File: src/rtl/dev_uart_rx.sv
// dev_uart_rx: 8N1 UART receiver (LSB first, idle high), oversampled by an
// external TIC strobe running at OVS x baud. Start and stop bits are sampled
// at mid bit; each completed byte is offered on RX_DATA with RX_VLD/RX_ACK.
//
// Handshake: RX_VLD is a level that rises when a byte completes and stays
// high until a CLK edge with RX_ACK=1; RX_DATA/RX_FERR are stable while
// RX_VLD=1 unless a newer byte completes. RX_ACK while RX_VLD=0 is ignored.
// A byte completing on the same edge as RX_ACK replaces the acknowledged one
// and keeps RX_VLD high; a byte completing while RX_VLD=1 without RX_ACK
// overwrites the pending byte and sets the sticky RX_OVR.
`timescale 1ns/1ps

module dev_uart_rx #(
    parameter int OVS         = 16,
    parameter int SYNC_STAGES = 2
) (
    input  logic       CLK,
    input  logic       RST,
    input  logic       TIC,
    input  logic       RxD,
    output logic [7:0] RX_DATA,
    output logic       RX_VLD,
    input  logic       RX_ACK,
    output logic       RX_FERR,
    output logic       RX_OVR,
    output logic       RX_BUSY,
    output logic [2:0] dbg_state
);

    // The oversample counter holds (count - 1), so a count running 1..OVS
    // fits in clog2(OVS) bits.
    localparam int CW = $clog2(OVS);
    localparam logic [CW-1:0] HALF_M1 = CW'(OVS / 2 - 1);
    localparam logic [CW-1:0] FULL_M1 = CW'(OVS - 1);

    typedef enum logic [2:0] {
        S_IDLE  = 3'd0,
        S_START = 3'd1,
        S_DATA  = 3'd2,
        S_STOP  = 3'd3,
        S_BREAK = 3'd4
    } state_t;

    state_t                 state, state_nxt;
    logic [CW-1:0]          ovs_cnt, ovs_cnt_nxt;
    logic [2:0]             bit_cnt, bit_cnt_nxt;
    logic [7:0]             shreg, shreg_nxt;
    logic                   done;
    logic [SYNC_STAGES-1:0] sync_q;
    logic                   rxs;

    assign rxs       = sync_q[SYNC_STAGES-1];
    assign RX_BUSY   = (state != S_IDLE);
    assign dbg_state = state;

    // RxD synchroniser, preset to the idle-high line level, runs every CLK.
    always_ff @(posedge CLK or posedge RST) begin
        if (RST) sync_q <= '1;
        else     sync_q <= {sync_q[SYNC_STAGES-2:0], RxD};
    end

    // Frame state and counters; reset aborts any frame in flight.
    always_ff @(posedge CLK or posedge RST) begin
        if (RST) begin
            state   <= S_IDLE;
            ovs_cnt <= '0;
            bit_cnt <= '0;
            shreg   <= '0;
        end else begin
            state   <= state_nxt;
            ovs_cnt <= ovs_cnt_nxt;
            bit_cnt <= bit_cnt_nxt;
            shreg   <= shreg_nxt;
        end
    end

    // Next-state logic; nothing moves unless TIC is high.
    always_comb begin
        state_nxt   = state;
        ovs_cnt_nxt = ovs_cnt;
        bit_cnt_nxt = bit_cnt;
        shreg_nxt   = shreg;
        done        = 1'b0;
        if (TIC) begin
            case (state)
                S_IDLE: begin
                    if (!rxs) begin
                        state_nxt   = S_START;
                        ovs_cnt_nxt = '0;
                    end
                end
                S_START: begin
                    if (ovs_cnt == HALF_M1) begin
                        ovs_cnt_nxt = '0;
                        bit_cnt_nxt = '0;
                        // A line back high at mid start bit was only a glitch.
                        state_nxt   = rxs ? S_IDLE : S_DATA;
                    end else begin
                        ovs_cnt_nxt = ovs_cnt + CW'(1);
                    end
                end
                S_DATA: begin
                    if (ovs_cnt == FULL_M1) begin
                        shreg_nxt   = {rxs, shreg[7:1]};
                        bit_cnt_nxt = bit_cnt + 3'd1;
                        ovs_cnt_nxt = '0;
                        if (bit_cnt == 3'd7) state_nxt = S_STOP;
                    end else begin
                        ovs_cnt_nxt = ovs_cnt + CW'(1);
                    end
                end
                S_STOP: begin
                    if (ovs_cnt == FULL_M1) begin
                        done        = 1'b1;
                        ovs_cnt_nxt = '0;
                        bit_cnt_nxt = '0;
                        // A low stop bit means a break: wait for the line to recover.
                        state_nxt   = rxs ? S_IDLE : S_BREAK;
                    end else begin
                        ovs_cnt_nxt = ovs_cnt + CW'(1);
                    end
                end
                S_BREAK: begin
                    if (rxs) state_nxt = S_IDLE;
                end
                default: begin
                    state_nxt   = S_IDLE;
                    ovs_cnt_nxt = '0;
                    bit_cnt_nxt = '0;
                end
            endcase
        end
    end

    // Output byte register and handshake; a completing byte wins over RX_ACK.
    always_ff @(posedge CLK or posedge RST) begin
        if (RST) begin
            RX_DATA <= 8'h00;
            RX_VLD  <= 1'b0;
            RX_FERR <= 1'b0;
            RX_OVR  <= 1'b0;
        end else if (done) begin
            RX_DATA <= shreg;
            RX_VLD  <= 1'b1;
            RX_FERR <= ~rxs;
            RX_OVR  <= (RX_VLD & ~RX_ACK) | (RX_OVR & ~RX_ACK);
        end else if (RX_ACK && RX_VLD) begin
            RX_VLD  <= 1'b0;
            RX_OVR  <= 1'b0;
        end
    end

endmodule

File: config.mk
export PLATFORM = sky130hd
export DESIGN_NAME = dev_uart_rx
export DESIGN_NICKNAME = d
export VERILOG_FILES = /design/src/rtl/dev_uart_rx.sv
export SDC_FILE = /design/constraint.sdc
export NUM_CORES = 1
export LEC_CHECK = 0
export ABC_AREA = 1
export CORE_ASPECT_RATIO = 1.4
export CORE_MARGIN = 1
export CORE_UTILIZATION = 51
export CTS_BUF_LIST = sky130_fd_sc_hd__clkbuf_4
export DETAILED_ROUTE_END_ITERATION = 16
export PLACE_DENSITY = 0.88
export SLEW_MARGIN = 20
export SYNTH_ARGS = -nofsm -noshare
export SYNTH_HDL_FRONTEND = slang
export SYNTH_SLANG_ARGS = --single-unit
File: constraint.sdc
create_clock -name CLK -period 1.4 [get_ports CLK]
set_clock_uncertainty 0.15 [all_clocks]
set_input_delay 0.42 -clock CLK [delete_from_list [all_inputs] [get_ports CLK]]
set_output_delay 0.42 -clock CLK [all_outputs]
set_load 0.01 [all_outputs]
# == Word-level counts from Yosys, hierarchy flattened ==
# Cells that the tools add are included.
# totals
elab_cells,64
output_inout_bits,15
reg_bits,31
# op_classes
mux,23
n_eq_ne,13
reduce_logical,10
bitwise_logic,7
n_addsub,2
# op_table
operator,count
$mux 3,10
$pmux 4 s4,1
$pmux 3 s5,1
$mux 4,3
$ne 2x2->1 const B,6
$pmux 3 s4,1
$reduce_and 7->1,1
$eq 3x2->1 const B,2
$eq 3x3->1 const B,2
$mux 1,6
$reduce_and 3->1,2
$reduce_and 5->1,1
$add 4x1->4 const B,1
$eq 4x3->1 const B,1
$eq 4x4->1 const B,1
$not 1->1,4
$reduce_or 2->1,2
$add 3x1->3 const B,1
$eq 3x1->1 const B,1
$logic_not 3->1,1
$reduce_bool 3->1,1
$and 1x1->1,2
$mux 2,1
$reduce_bool 2->1,1
other kinds (2),2

# == Depth between registers and ports, before layout ==
# logic_depth
depth_word,5
ltp_mapped,10
ltp_nobuf,10

# == Least setup slack after synthesis ==
# Ideal clock, no wire load.
# synth_timing
kind,reg-to-reg
start,register ovs_cnt[0]
end,register shreg[7]
arrival_ns,1.246
path_slack_ns,-0.115
path_stages_with_launch,8
cell_sequence,dfrtp_1 ha_1 nand3_2 nor2_2 nand3_2 buf_6 nand2_1 o21ai_2
# synth_between
elab_chain_len,2
# synth_rtl
item,line,source
start: declaration,45,"logic [CW-1:0] ovs_cnt, ovs_cnt_nxt;"
start signal: assignment,71,ovs_cnt <= ovs_cnt_nxt;
$eq 4x4->1,103,if (ovs_cnt == FULL_M1) begin
$reduce_and 3->1 (no source line),--,
end signal: assignment,73,shreg <= shreg_nxt;
end: declaration,47,"logic [7:0] shreg, shreg_nxt;"
# Every way passes these cells.
# A chain may end at the register's enable or synchronous reset.

# == Worst setup path after layout ==
# layout_timing
start,"register state[0], in the netlist dbg_state[0]"
end,register bit_cnt[0]
# layout_between
elab_chain_len,4
word_cells_on_any_way,12
classes_between,eq/ne (7); mux (1); bitwise (1); reduce/logical (3)
# layout_rtl
item,line,source
start: declaration,44,"state_t state, state_nxt;"
start signal: assignment,70,state <= state_nxt;
$eq 3x3->1 or $logic_not 3->1 (tied branches),85,case (state)
$reduce_or 2->1 (no source line),--,
$not 1->1 (no source line),--,
$reduce_and 5->1 (no source line),--,
end signal: assignment,72,bit_cnt <= bit_cnt_nxt;
end: declaration,46,"logic [2:0] bit_cnt, bit_cnt_nxt;"
# Several ways; a longest one is shown, not always the timed one.

==> impl_metrics.ini <==
[floorplanning]
die_width_um = 47.9
ioPinCount = 20
floorplan.initialDensity = 0.557
die_area_um2 = 3170
design.core.area_um2 = 2700
core.rowCount = 22
chipHeight_um = 66.2

[drt]
wl_mm = 4.84
routed-via-count = 1425
route.antenna.remaining_nets = 0
iteration_0_drc_count_of_the_detailed_router = 55
drt_pass1_iterations = 4
post_drt_wl_per_cell_um = 18.5
drcViolationCount = 0
number_of_vias_per_cell = 5.44

[status]
failed_checks = negative setup slack
outcome = finished with violations

[clock_tree]
cts_root_buffer = clkbuf_4
ctsHoldBuffers = 0
number_of_h_tree_branching_levels = 2
insertion_delay_ns = 0.34
worst_case_clock_buffer_depth = 2
cts.reportedPaths.clkPinSlew_ns = 0.09
cts_inserted_buffers = 5
tritoncts_clock_tree = built
clock_sinks = 31

[place]
place.detailed.hpwl_mm = 2.58
placement.setup.worst_slack_ns = -0.401
gp_routability_congestion = 0.882
port_buffer_cells = 19

[synth]
synth_area_per_cell_um2 = 8.94
yosys.area.top_type_share = 0.483
ys.warnings.count = 0
netlist_area_um2 = 1500
synth_top_cells_by_area = dfrtp_1 48%, nand2_1 12%, o21ai_2 4.7%, inv_1 4.5%, nand3_1 4.3%
netlist.top_cell.by_area = dfrtp_1
post_synth_num_cell_types = 21
yosys_most_used_dff = dfrtp_1
postSynthNetCount = 176
synth_seq_cells = 31
cells_after_synth = 168
synth-edff-count = 0
synth_common_cells = 48 x nand2_1, 29 x dfrtp_1, 18 x inv_1, 13 x nand3_1, 10 x o21ai_0
synth_most_common_cell = nand2_1
synth_async_sr_flop_share = 1.00
synth-seq-area-share = 0.518

[global_route]
grt_pass1_wl_mm = 6.44
vias_in_the_first_global_route = 1378
pin_count_of_the_biggest_net_entering_global_routing = 19
track_usage = 0.306
antenna_found_initial = 0
overflow = 0

[critical_path]
crit_slowest_cell = dfrtp_1
critPathArrivalTime_ns = 1.77
critPathLaunch = dbg_state[0]$_DFFE_PP0P_
cpMostUsedCell = nand2_4
setup.worst_path.start_class = flop
criticalPathCategory = reg -> reg
worstReg2RegStart = dbg_state[0]$_DFFE_PP0P_
path_cells = buf_4 > buf_6 > nand2_4 > nor2_4 > nand2_2 > nand2_4 > nor2_8 > nand2_4 > nand2_2 > nand2_1
critical-path-top-delay-family = simple AND/OR/NAND/NOR gates
timing.critical_path.buf_inv = 2
regToRegSetupSlack_ns = -0.29
worstSetupEndpointType = flop
required_ns = 1.48
critical-path-max-stage-delay_ns = 0.42
worst-path-max-fanout = 7

[run]
drv_cap = 0

[sta]
final-setup-viol-count = 43
slew_headroom = 0.792
setup-tns-final_ns = -6.36
final_critical_path_setup_slack_ns = -0.294
min_period_ns = 1.69
unrepaired_setup_endpoints_after_global_routing = yes
final.period_utilization = 1.21
max_slew.worst_pin.slew_ns = 0.312
hold_viol_final = 0
final-max-slew-violation-count = 0
maximum_clock_frequency_mhz = 590

[finish]
final_net_count = 233
final-seq-area_um2 = 779
num-fill-cells = 138
multi_input_comb_area_um2 = 867
layout-drive-gt1-share = 0.606
areaGrowthSynthToFinish_pct = 55.4
n_antenna_cell = 0

[worst_hold_path]
worstHoldPathType = in -> async

[power]
ir_drop_mv = 1.03
cellPowerDensity_nw_per_um2 = 1290
cellLeakagePower_uw = 0.00120
==> worst reg2reg max path, cell delays in order (launching register included) <==
cell and delay (ns):
dfrtp_1 0.42, buf_4 0.15, buf_6 0.13, nand2_4 0.06
nor2_4 0.05, nand2_2 0.12, nand2_4 0.09, nor2_8 0.17
nand2_4 0.10, nand2_2 0.08, nand2_1 0.07
==> per-stage QoR <==
step	utilization	total power (uW)	hold WS (ns)	area [um2]	std cells
2_1_floorplan	-	1630	0.195	1510	168
3_3_place_gp	0.701	2000	0.196	1890	239
3_5_place_dp	0.701	2080	0.199	1890	239
4_1_cts	0.785	2780	0.163	2120	255
5_1_grt	0.865	3150	0.200	2330	262
6_report	0.865	3010	0.208	2330	262
==> registers in the layout (all words and copies together) (netlist names) <==
signal / count
RX_VLD: 1
sync_q: 2
shreg: 8
RX_DATA: 8
dbg_state: 3
bit_cnt: 3
RX_OVR: 1
RX_FERR: 1
ovs_cnt: 4
==> power breakdown <==
group	internal (uW)	leakage (uW)	switching (uW)
registers	981	0.000420	105
logic	590	0.000744	815
clock network	208	0.0000331	310
==> what timing repair did <==
action / CTS / global route
buffers inserted: 6 / 7
pin swaps: 13 / 9
cloned: 2 / 0
setup endpoints to repair: 44 / 43
endpoints found under the hold margin: 0 / 0
resized for setup: 105 / 47
==> metal layers <==
metal	global-route usage	part of all wire	up-vias	wire, um
met2	0.530	0.60	52	2880
met5	0	0	-	0
met1	0.323	0.34	711	1640
li1	-	-	649	-
met3	0.0710	0.037	13	179
met4	0.156	0.029	0	140
==> worst paths after layout <==
| kind | cells after the start | to |
|---|---|---|
| hold reg to reg | 0 | sync_q[1]$_DFF_PP1_ |
| setup / recovery | 10 | bit_cnt[0]$_DFFE_PP0P_ |
| hold / removal | 2 | dbg_state[1]$_DFFE_PP0P_ |
| setup reg to reg | 10 | bit_cnt[0]$_DFFE_PP0P_ |
| max in group asynchronous | 3 | shreg[3]$_DFFE_PP0P_ |
| min in group CLK | 0 | sync_q[1]$_DFF_PP1_ |
==> placed cells by master (no fill, tap or decap), types with 2 or more instances in the layout <==
cell,n
inv_1,16
o21ai_2,18
dfrtp_1,28
buf_16,2
clkbuf_4,6
buf_12,3
nor2_2,3
nand2_2,25
nand3_2,2
buf_4,22
nand2_1,17
nand2_4,15
dfstp_2,2
buf_2,13
nand3_1,10
inv_4,3
nand3_4,3
nor2_1,5
o21ai_1,3
nor2_4,5
clkdlybuf4s50_1,4
buf_6,8
ha_1,2
==> logic make-up (layout without fill, tap and decap cells) <==
family | count (synthesis) | after routing | share of synthesized area
AND/OR/NAND/NOR | 87 | 87 | 0.284
AO/OA/AOI/OAI | 23 | 23 | 0.0983
flip-flops | 31 | 31 | 0.518
buffers and inverters | 24 | 82 | 0.0749
adder cells (fa/ha/maj) | 3 | 3 | 0.0250
==> cell type report <==
type | instances | share of cell area
multi-input combinational | 113 | 0.371
sequential | 31 | 0.334
timing repair buffer | 53 | 0.210
inverter | 21 | 0.0423
clock buffer | 6 | 0.0193
tap | 36 | 0.0193
clock inverter | 2 | 0.00375
Power figures use the tool's default switching activity.
